===== src/rtl/core_pkg.sv =====
// Shared encodings for the RV32 multi-cycle sequencer: states, instruction-class
// ranges, writeback/PC mux selects and trap causes.
package core_pkg;

  typedef enum logic [2:0] {
    S_IDLE   = 3'd0,
    S_FETCH  = 3'd1,
    S_DECODE = 3'd2,
    S_EXEC   = 3'd3,
    S_MEM    = 3'd4,
    S_WB     = 3'd5,
    S_TRAP   = 3'd6
  } state_e;

  localparam logic [5:0] C_BR_EXT = 6'h20;
  localparam logic [5:0] C_JAL    = 6'h21;
  localparam logic [5:0] C_LUI    = 6'h22;
  localparam logic [5:0] C_AUIPC  = 6'h23;

  localparam logic [1:0] WB_ALU = 2'd0;
  localparam logic [1:0] WB_MEM = 2'd1;
  localparam logic [1:0] WB_PC4 = 2'd2;
  localparam logic [1:0] WB_IMM = 2'd3;

  localparam logic PC_SEQ = 1'b0;
  localparam logic PC_REL = 1'b1;

  localparam logic [1:0] TC_NONE    = 2'd0;
  localparam logic [1:0] TC_ILLEGAL = 2'd1;
  localparam logic [1:0] TC_IMEM    = 2'd2;
  localparam logic [1:0] TC_DMEM    = 2'd3;

  function automatic logic is_alu(input logic [5:0] c);
    return c <= 6'h12;
  endfunction

  function automatic logic is_load(input logic [5:0] c);
    return (c >= 6'h13) && (c <= 6'h17);
  endfunction

  function automatic logic is_store(input logic [5:0] c);
    return (c >= 6'h18) && (c <= 6'h1A);
  endfunction

  function automatic logic is_branch(input logic [5:0] c);
    return ((c >= 6'h1B) && (c <= 6'h1D)) || (c == C_BR_EXT);
  endfunction

  function automatic logic is_legal(input logic [5:0] c);
    return is_alu(c) || is_load(c) || is_store(c) || is_branch(c) ||
           (c == C_JAL) || (c == C_LUI) || (c == C_AUIPC);
  endfunction

  function automatic logic [1:0] wb_sel_of(input logic [5:0] c);
    if (is_load(c))   return WB_MEM;
    if (c == C_JAL)   return WB_PC4;
    if (c == C_LUI)   return WB_IMM;
    return WB_ALU;
  endfunction

endpackage


===== src/rtl/ack_watchdog.sv =====
// Wait-cycle counter shared by the fetch and data handshakes; expired fires in the
// TIMEOUT-th consecutive unacknowledged request cycle. TIMEOUT=0 never expires.
module ack_watchdog #(
  parameter int TIMEOUT = 255
) (
  input  logic clk,
  input  logic rst_n,
  input  logic clear,
  input  logic count,
  output logic expired
);

  localparam int W = (TIMEOUT > 1) ? $clog2(TIMEOUT) : 1;
  localparam logic [W-1:0] LAST = (TIMEOUT > 0) ? W'(TIMEOUT - 1) : '0;

  logic [W-1:0] r_cnt;

  always_ff @(posedge clk) begin
    if (!rst_n || clear)
      r_cnt <= '0;
    else if (count && (r_cnt != LAST))
      r_cnt <= r_cnt + W'(1);
  end

  assign expired = (TIMEOUT != 0) && count && (r_cnt == LAST);

endmodule


===== src/rtl/core_sequencer.sv =====
// Multi-cycle fetch/decode/exec/mem/wb sequencer; sole owner of the architectural
// write enables. Outputs decode the registered state; ir_we also follows imem_ack.
module core_sequencer
  import core_pkg::*;
#(
  parameter int TIMEOUT = 255
) (
  input  logic        clk,
  input  logic        rst_n,
  input  logic        run,
  input  logic [5:0]  instr,
  input  logic        br_taken,
  output logic        imem_req,
  input  logic        imem_ack,
  output logic        ir_we,
  output logic        dmem_req,
  output logic        dmem_we,
  input  logic        dmem_ack,
  output logic        rf_we,
  output logic [1:0]  wb_sel,
  output logic        pc_we,
  output logic        pc_sel,
  output logic        retired,
  output logic [31:0] instret,
  output logic        halted,
  output logic        trap,
  output logic [1:0]  trap_cause,
  output logic [2:0]  state
);

  state_e      r_state;
  logic [5:0]  r_cls;
  logic [31:0] r_instret;
  logic [1:0]  r_cause;

  logic   w_req, w_ack, w_expired, w_retire;
  state_e w_bound;

  assign w_req   = (r_state == S_FETCH) || (r_state == S_MEM);
  assign w_ack   = ((r_state == S_FETCH) && imem_ack) || ((r_state == S_MEM) && dmem_ack);
  assign w_bound = run ? S_FETCH : S_IDLE;

  // Only one handshake is ever open, so one counter serves both.
  ack_watchdog #(.TIMEOUT(TIMEOUT)) u_wd (
    .clk     (clk),
    .rst_n   (rst_n),
    .clear   (!w_req || w_ack),
    .count   (w_req && !w_ack),
    .expired (w_expired)
  );

  assign w_retire = ((r_state == S_EXEC) && is_branch(r_cls)) ||
                    ((r_state == S_MEM) && is_store(r_cls) && dmem_ack) ||
                    (r_state == S_WB);

  always_ff @(posedge clk) begin
    if (!rst_n) begin
      r_state   <= S_IDLE;
      r_cls     <= '0;
      r_instret <= '0;
      r_cause   <= TC_NONE;
    end else begin
      if (w_retire) r_instret <= r_instret + 32'd1;
      case (r_state)
        S_IDLE:   if (run) r_state <= S_FETCH;
        S_FETCH: begin
          if (imem_ack) r_state <= S_DECODE;
          else if (w_expired) begin
            r_state <= S_TRAP;
            r_cause <= TC_IMEM;
          end
        end
        S_DECODE: begin
          r_cls <= instr;
          if (!is_legal(instr)) begin
            r_state <= S_TRAP;
            r_cause <= TC_ILLEGAL;
          end else
            r_state <= S_EXEC;
        end
        S_EXEC: begin
          if (is_branch(r_cls))                        r_state <= w_bound;
          else if (is_load(r_cls) || is_store(r_cls)) r_state <= S_MEM;
          else                                         r_state <= S_WB;
        end
        S_MEM: begin
          if (dmem_ack) r_state <= is_store(r_cls) ? w_bound : S_WB;
          else if (w_expired) begin
            r_state <= S_TRAP;
            r_cause <= TC_DMEM;
          end
        end
        S_WB:     r_state <= w_bound;
        S_TRAP:   r_state <= S_TRAP;
        default:  r_state <= S_IDLE;
      endcase
    end
  end

  always_comb begin
    imem_req = 1'b0;
    ir_we    = 1'b0;
    dmem_req = 1'b0;
    dmem_we  = 1'b0;
    rf_we    = 1'b0;
    wb_sel   = WB_ALU;
    pc_we    = 1'b0;
    pc_sel   = PC_SEQ;
    case (r_state)
      S_FETCH: begin
        imem_req = 1'b1;
        ir_we    = imem_ack;
      end
      S_EXEC: if (is_branch(r_cls)) begin
        pc_we  = 1'b1;
        pc_sel = br_taken;
      end
      S_MEM: begin
        dmem_req = 1'b1;
        dmem_we  = is_store(r_cls);
        pc_we    = is_store(r_cls) && dmem_ack;
      end
      S_WB: begin
        rf_we  = 1'b1;
        pc_we  = 1'b1;
        wb_sel = wb_sel_of(r_cls);
        pc_sel = (r_cls == C_JAL) ? PC_REL : PC_SEQ;
      end
      default: ;
    endcase
  end

  assign retired    = w_retire;
  assign instret    = r_instret;
  assign halted     = (r_state == S_IDLE);
  assign trap       = (r_state == S_TRAP);
  assign trap_cause = r_cause;
  assign state      = r_state;

endmodule

===== config.mk =====
export PLATFORM = sky130hd
export DESIGN_NAME = core_sequencer
export DESIGN_NICKNAME = d
export VERILOG_FILES = /design/src/rtl/core_pkg.sv /design/src/rtl/ack_watchdog.sv /design/src/rtl/core_sequencer.sv
export SDC_FILE = /design/constraint.sdc
export NUM_CORES = 1
export LEC_CHECK = 0
export CORE_ASPECT_RATIO = 1.4
export CORE_MARGIN = 5
export CORE_UTILIZATION = 51
export CTS_CLUSTER_DIAMETER = 50
export CTS_CLUSTER_SIZE = 8
export DETAILED_ROUTE_END_ITERATION = 6
export GPL_ROUTABILITY_DRIVEN = 0
export GPL_TIMING_DRIVEN = 0
export PLACE_DENSITY = 0.8
export SLEW_MARGIN = 30
export SYNTH_ARGS = -nofsm -noshare
export SYNTH_HDL_FRONTEND = slang
export SYNTH_SLANG_ARGS = --single-unit

===== constraint.sdc =====
create_clock -name clk -period 2.4 [get_ports clk]
set_input_delay 0.48 -clock clk [delete_from_list [all_inputs] [get_ports clk]]
set_output_delay 0.48 -clock clk [all_outputs]
set_load 0.03 [all_outputs]

==> metrics.txt <==
Flop pwr share 57.3%; final hold viol count 0; hold slack final 492.1 ps; number of levels in the clock H-tree 2; overall die area 7088 um^2; violated checks setup timing; deepest clock path buffer count 2; largest net degree at the start of global routing 16; core occupancy in the finished layout 67.18%; Setup Viol. Count Final 1; Arrival @ worst endpoint 1930 ps; period utilization 100.2%; x dimension of the die 72.60 um; CP required 1920 ps; combined global-route utilization of all metal layers 19.98%; nets in the synthesized netlist 345; worst-skew pair later-pin latency 300 ps; ratio of routed vias to standard cells 5.536; combined area of all synthesized cells 2798 um^2; synthesized flop and latch total 51; aggregate routed wire length 7.027 mm; total power divided by cell area 415.2 nW/um^2; fraction of post-synthesis cell area in the top cell type by area 36.49%; initial standard-cell utilization of the core 51.76%; overall overflow remaining after global route 0; class of the worst hold path register to register; internal power summed over all cells 1.126 mW; DRC errors left 0; clock tree from TritonCTS done; Max rail drop VDD 0.2692 mV; main flop type after synthesis sky130_fd_sc_hd__dfxtp_1; RSZ-0062 raised after global routing yes; Post-synth EDFFs 0; least setup slack across all paths after layout -5.101 ps; Async S/R FF share, synth 0%; estimated wirelength of the detail-placed design 5.208 mm; number of CTS-inserted buffers 5; Cells after Synth 330; Worst Clk Skew 6.260 ps; core outline area 5405 um^2; antenna violations before repair 0; share of cells above drive strength 1 12.69%; Die H 97.64 um; area overhead of the layout relative to synthesis 29.79%; fillcell total 476; floorplan row count 32; io pins 61; number of violations reported at the end of detailed-routing iteration 0 151; number of buffers inserted by port buffering 60; Worst-path clk slew 90 ps; number of global-route vias before repair 2603; share of total power in the clock network 32.2%; number of maximum-capacitance violations 0; mean post-synth cell area 8.478 um^2; leakage power of the design 1.289 nW; post-synthesis cell type count 54; maximum achievable frequency 0.4158 GHz; number of sinks handled by clock tree synthesis 51; root buffer cell sky130_fd_sc_hd__clkbuf_8; fraction of power spent switching nets 25.29%; kind of start point of the critical path register; outcome complete, but fails checks; net total in the final layout 416; dominant cells by area after synthesis sky130_fd_sc_hd__dfxtp_1 (36%), sky130_fd_sc_hd__xnor2_1 (8.5%), sky130_fd_sc_hd__nor2_1 (7.4%); wire length of the first global-routing pass 11.58 mm; post-layout min period 2405 ps; total chip power 1.507 mW; combinational share of power 10.5%; CP max FO 10; Tightest Pin Transition 541.9 ps; via count 2602; crit path kind register to primary output; sequential-to-total area share from yosys stat 36.49%; net switching power of the design 0.3812 mW; first-pass iteration count of the detailed router 4; Critical Path End Type primary output; FF-to-FF path depth 6; drt wl/cell 14.95 um; instance count along the most critical hold path 2; largest area contributor in the synthesized netlist sky130_fd_sc_hd__dfxtp_1; Max Transition Viols Final 0; antenna fix cells 0; Yosys warning count 0; DRT antenna net count 0; worst slew margin relative to its limit 63.77%
==> worst paths after layout <==
path | startpoint | to | slack, ps
max | r_cls[0] | pc_sel | -5
min | instret[26] | instret[26] | 490
max reg2reg | instret[5] | instret[29] | 210
min reg2reg | instret[26] | instret[26] | 490
==> per-layer routing <==
metal / global-route usage (%) / vias to the layer above / share of wire [%]
li1: - / 1287 / -
met1: 24.20 / 1222 / 42
met2: 33.52 / 81 / 50
met3: 3.623 / 12 / 5.7
met4: 8.949 / 0 / 2.1
met5: 0 / - / 0
==> what timing repair did <==
action | 4_1_cts | 5_1_grt
setup endpoints to repair | 11 | 8
setup buffers | 0 | 4
hold buffers | 0 | 0
gates resized for setup | 35 | 8
==> final cells by class <==
cell class / instances / area [um^2] / area share, %
Buffer: 14 / 83.83 / 2.309
Inverter: 17 / 65.06 / 1.792
Tap cell: 68 / 85.08 / 2.343
Multi-Input combinational cell: 248 / 1654 / 45.55
Timing Repair Buffer: 64 / 629.4 / 17.33
Clock buffer: 6 / 72.57 / 1.999
Clock inverter: 2 / 12.51 / 0.3446
Sequential cell: 51 / 1028 / 28.33
==> sequential cells by signal, summed over array words and instances, names as in the netlist <==
name,flops
instret,32
r_cls,6
state,3
trap_cause,2
u_wd.r_cnt,8
==> synthesized netlist by cell type, types with 2 or more instances <==
library cell                count
sky130_fd_sc_hd__nor3_1         3
sky130_fd_sc_hd__a22oi_1        3
sky130_fd_sc_hd__and2_1         4
sky130_fd_sc_hd__buf_6          2
sky130_fd_sc_hd__a2111oi_2      7
sky130_fd_sc_hd__buf_4          2
sky130_fd_sc_hd__nor2b_1        4
sky130_fd_sc_hd__inv_1         14
sky130_fd_sc_hd__and4_1         5
sky130_fd_sc_hd__nand3_1       10
sky130_fd_sc_hd__xnor2_1       27
sky130_fd_sc_hd__a211oi_1      13
sky130_fd_sc_hd__o21ai_0        4
sky130_fd_sc_hd__mux2i_1       10
sky130_fd_sc_hd__and3b_1        2
sky130_fd_sc_hd__nand4_1        9
sky130_fd_sc_hd__xor2_1         5
sky130_fd_sc_hd__clkbuf_1       9
sky130_fd_sc_hd__nand2_1       30
sky130_fd_sc_hd__ha_1           3
sky130_fd_sc_hd__nor2_1        55
sky130_fd_sc_hd__dfxtp_1       51
sky130_fd_sc_hd__and3_1         5
sky130_fd_sc_hd__a21oi_1       14
sky130_fd_sc_hd__o22ai_1        2
sky130_fd_sc_hd__nand2b_1       8
sky130_fd_sc_hd__nor4_1         2
==> critical path, cell delays in order (launching register included) <==
cell and delay (ps):
sky130_fd_sc_hd__dfxtp_2 370, sky130_fd_sc_hd__nor4b_4 300, sky130_fd_sc_hd__nand2_1 120, sky130_fd_sc_hd__a21o_1 200, sky130_fd_sc_hd__buf_6 140, sky130_fd_sc_hd__buf_4 190
sky130_fd_sc_hd__o22ai_2 160, sky130_fd_sc_hd__buf_6 150
==> cells in the final DEF, fill, tap and decap left out, types with 4 or more instances in the layout <==
cell type                          n
sky130_fd_sc_hd__buf_4             6
sky130_fd_sc_hd__a21oi_1          13
sky130_fd_sc_hd__dfxtp_2           6
sky130_fd_sc_hd__mux2i_1          10
sky130_fd_sc_hd__nand2_1          30
sky130_fd_sc_hd__a211oi_1         13
sky130_fd_sc_hd__o21ai_0           4
sky130_fd_sc_hd__clkbuf_8          5
sky130_fd_sc_hd__xor2_1            5
sky130_fd_sc_hd__and3_1            5
sky130_fd_sc_hd__buf_6             5
sky130_fd_sc_hd__nand3_1          10
sky130_fd_sc_hd__nand4_1           9
sky130_fd_sc_hd__inv_1            13
sky130_fd_sc_hd__and4_1            5
sky130_fd_sc_hd__clkdlybuf4s50_1  50
sky130_fd_sc_hd__nand2b_1          8
sky130_fd_sc_hd__xnor2_1          27
sky130_fd_sc_hd__nor2_1           55
sky130_fd_sc_hd__a2111oi_2         7
sky130_fd_sc_hd__dfxtp_1          45
sky130_fd_sc_hd__clkbuf_1          9
==> logic make-up after synthesis <==
kind of cell | count (synthesis) | share of synthesized area, %
flops | 51 | 36.49
compound gates | 57 | 16.68
buf+inv | 31 | 5.053
mux | 10 | 3.578
simple gates | 146 | 26.83
fa+ha+maj | 3 | 1.342
xor+xnor | 32 | 10.02
==> power by group through the flow <==
stage                     Clock, mW  Sequential (mW)  Combinational [mW]
after detailed placement          0            0.882               0.154
after CTS                     0.498            0.863               0.155
after global routing          0.532            0.866               0.174
after floorplan                   0            0.888              0.0851
after global placement            0            0.881               0.152
final                         0.485            0.864               0.159
==> stage by stage <==
step                      area (um^2)  setup WS, ps  setup TNS, ps  std cells
after global routing             3631        -75.10         -179.4        470
after floorplan                  2804         136.6              0        330
final                            3631        -5.101         -5.101        470
after detailed placement         3490        -520.2          -1277        458
after CTS                        3586        -23.29         -24.41        466
after global placement           3490        -532.5          -1251        458
Power figures use the tool's default switching activity.
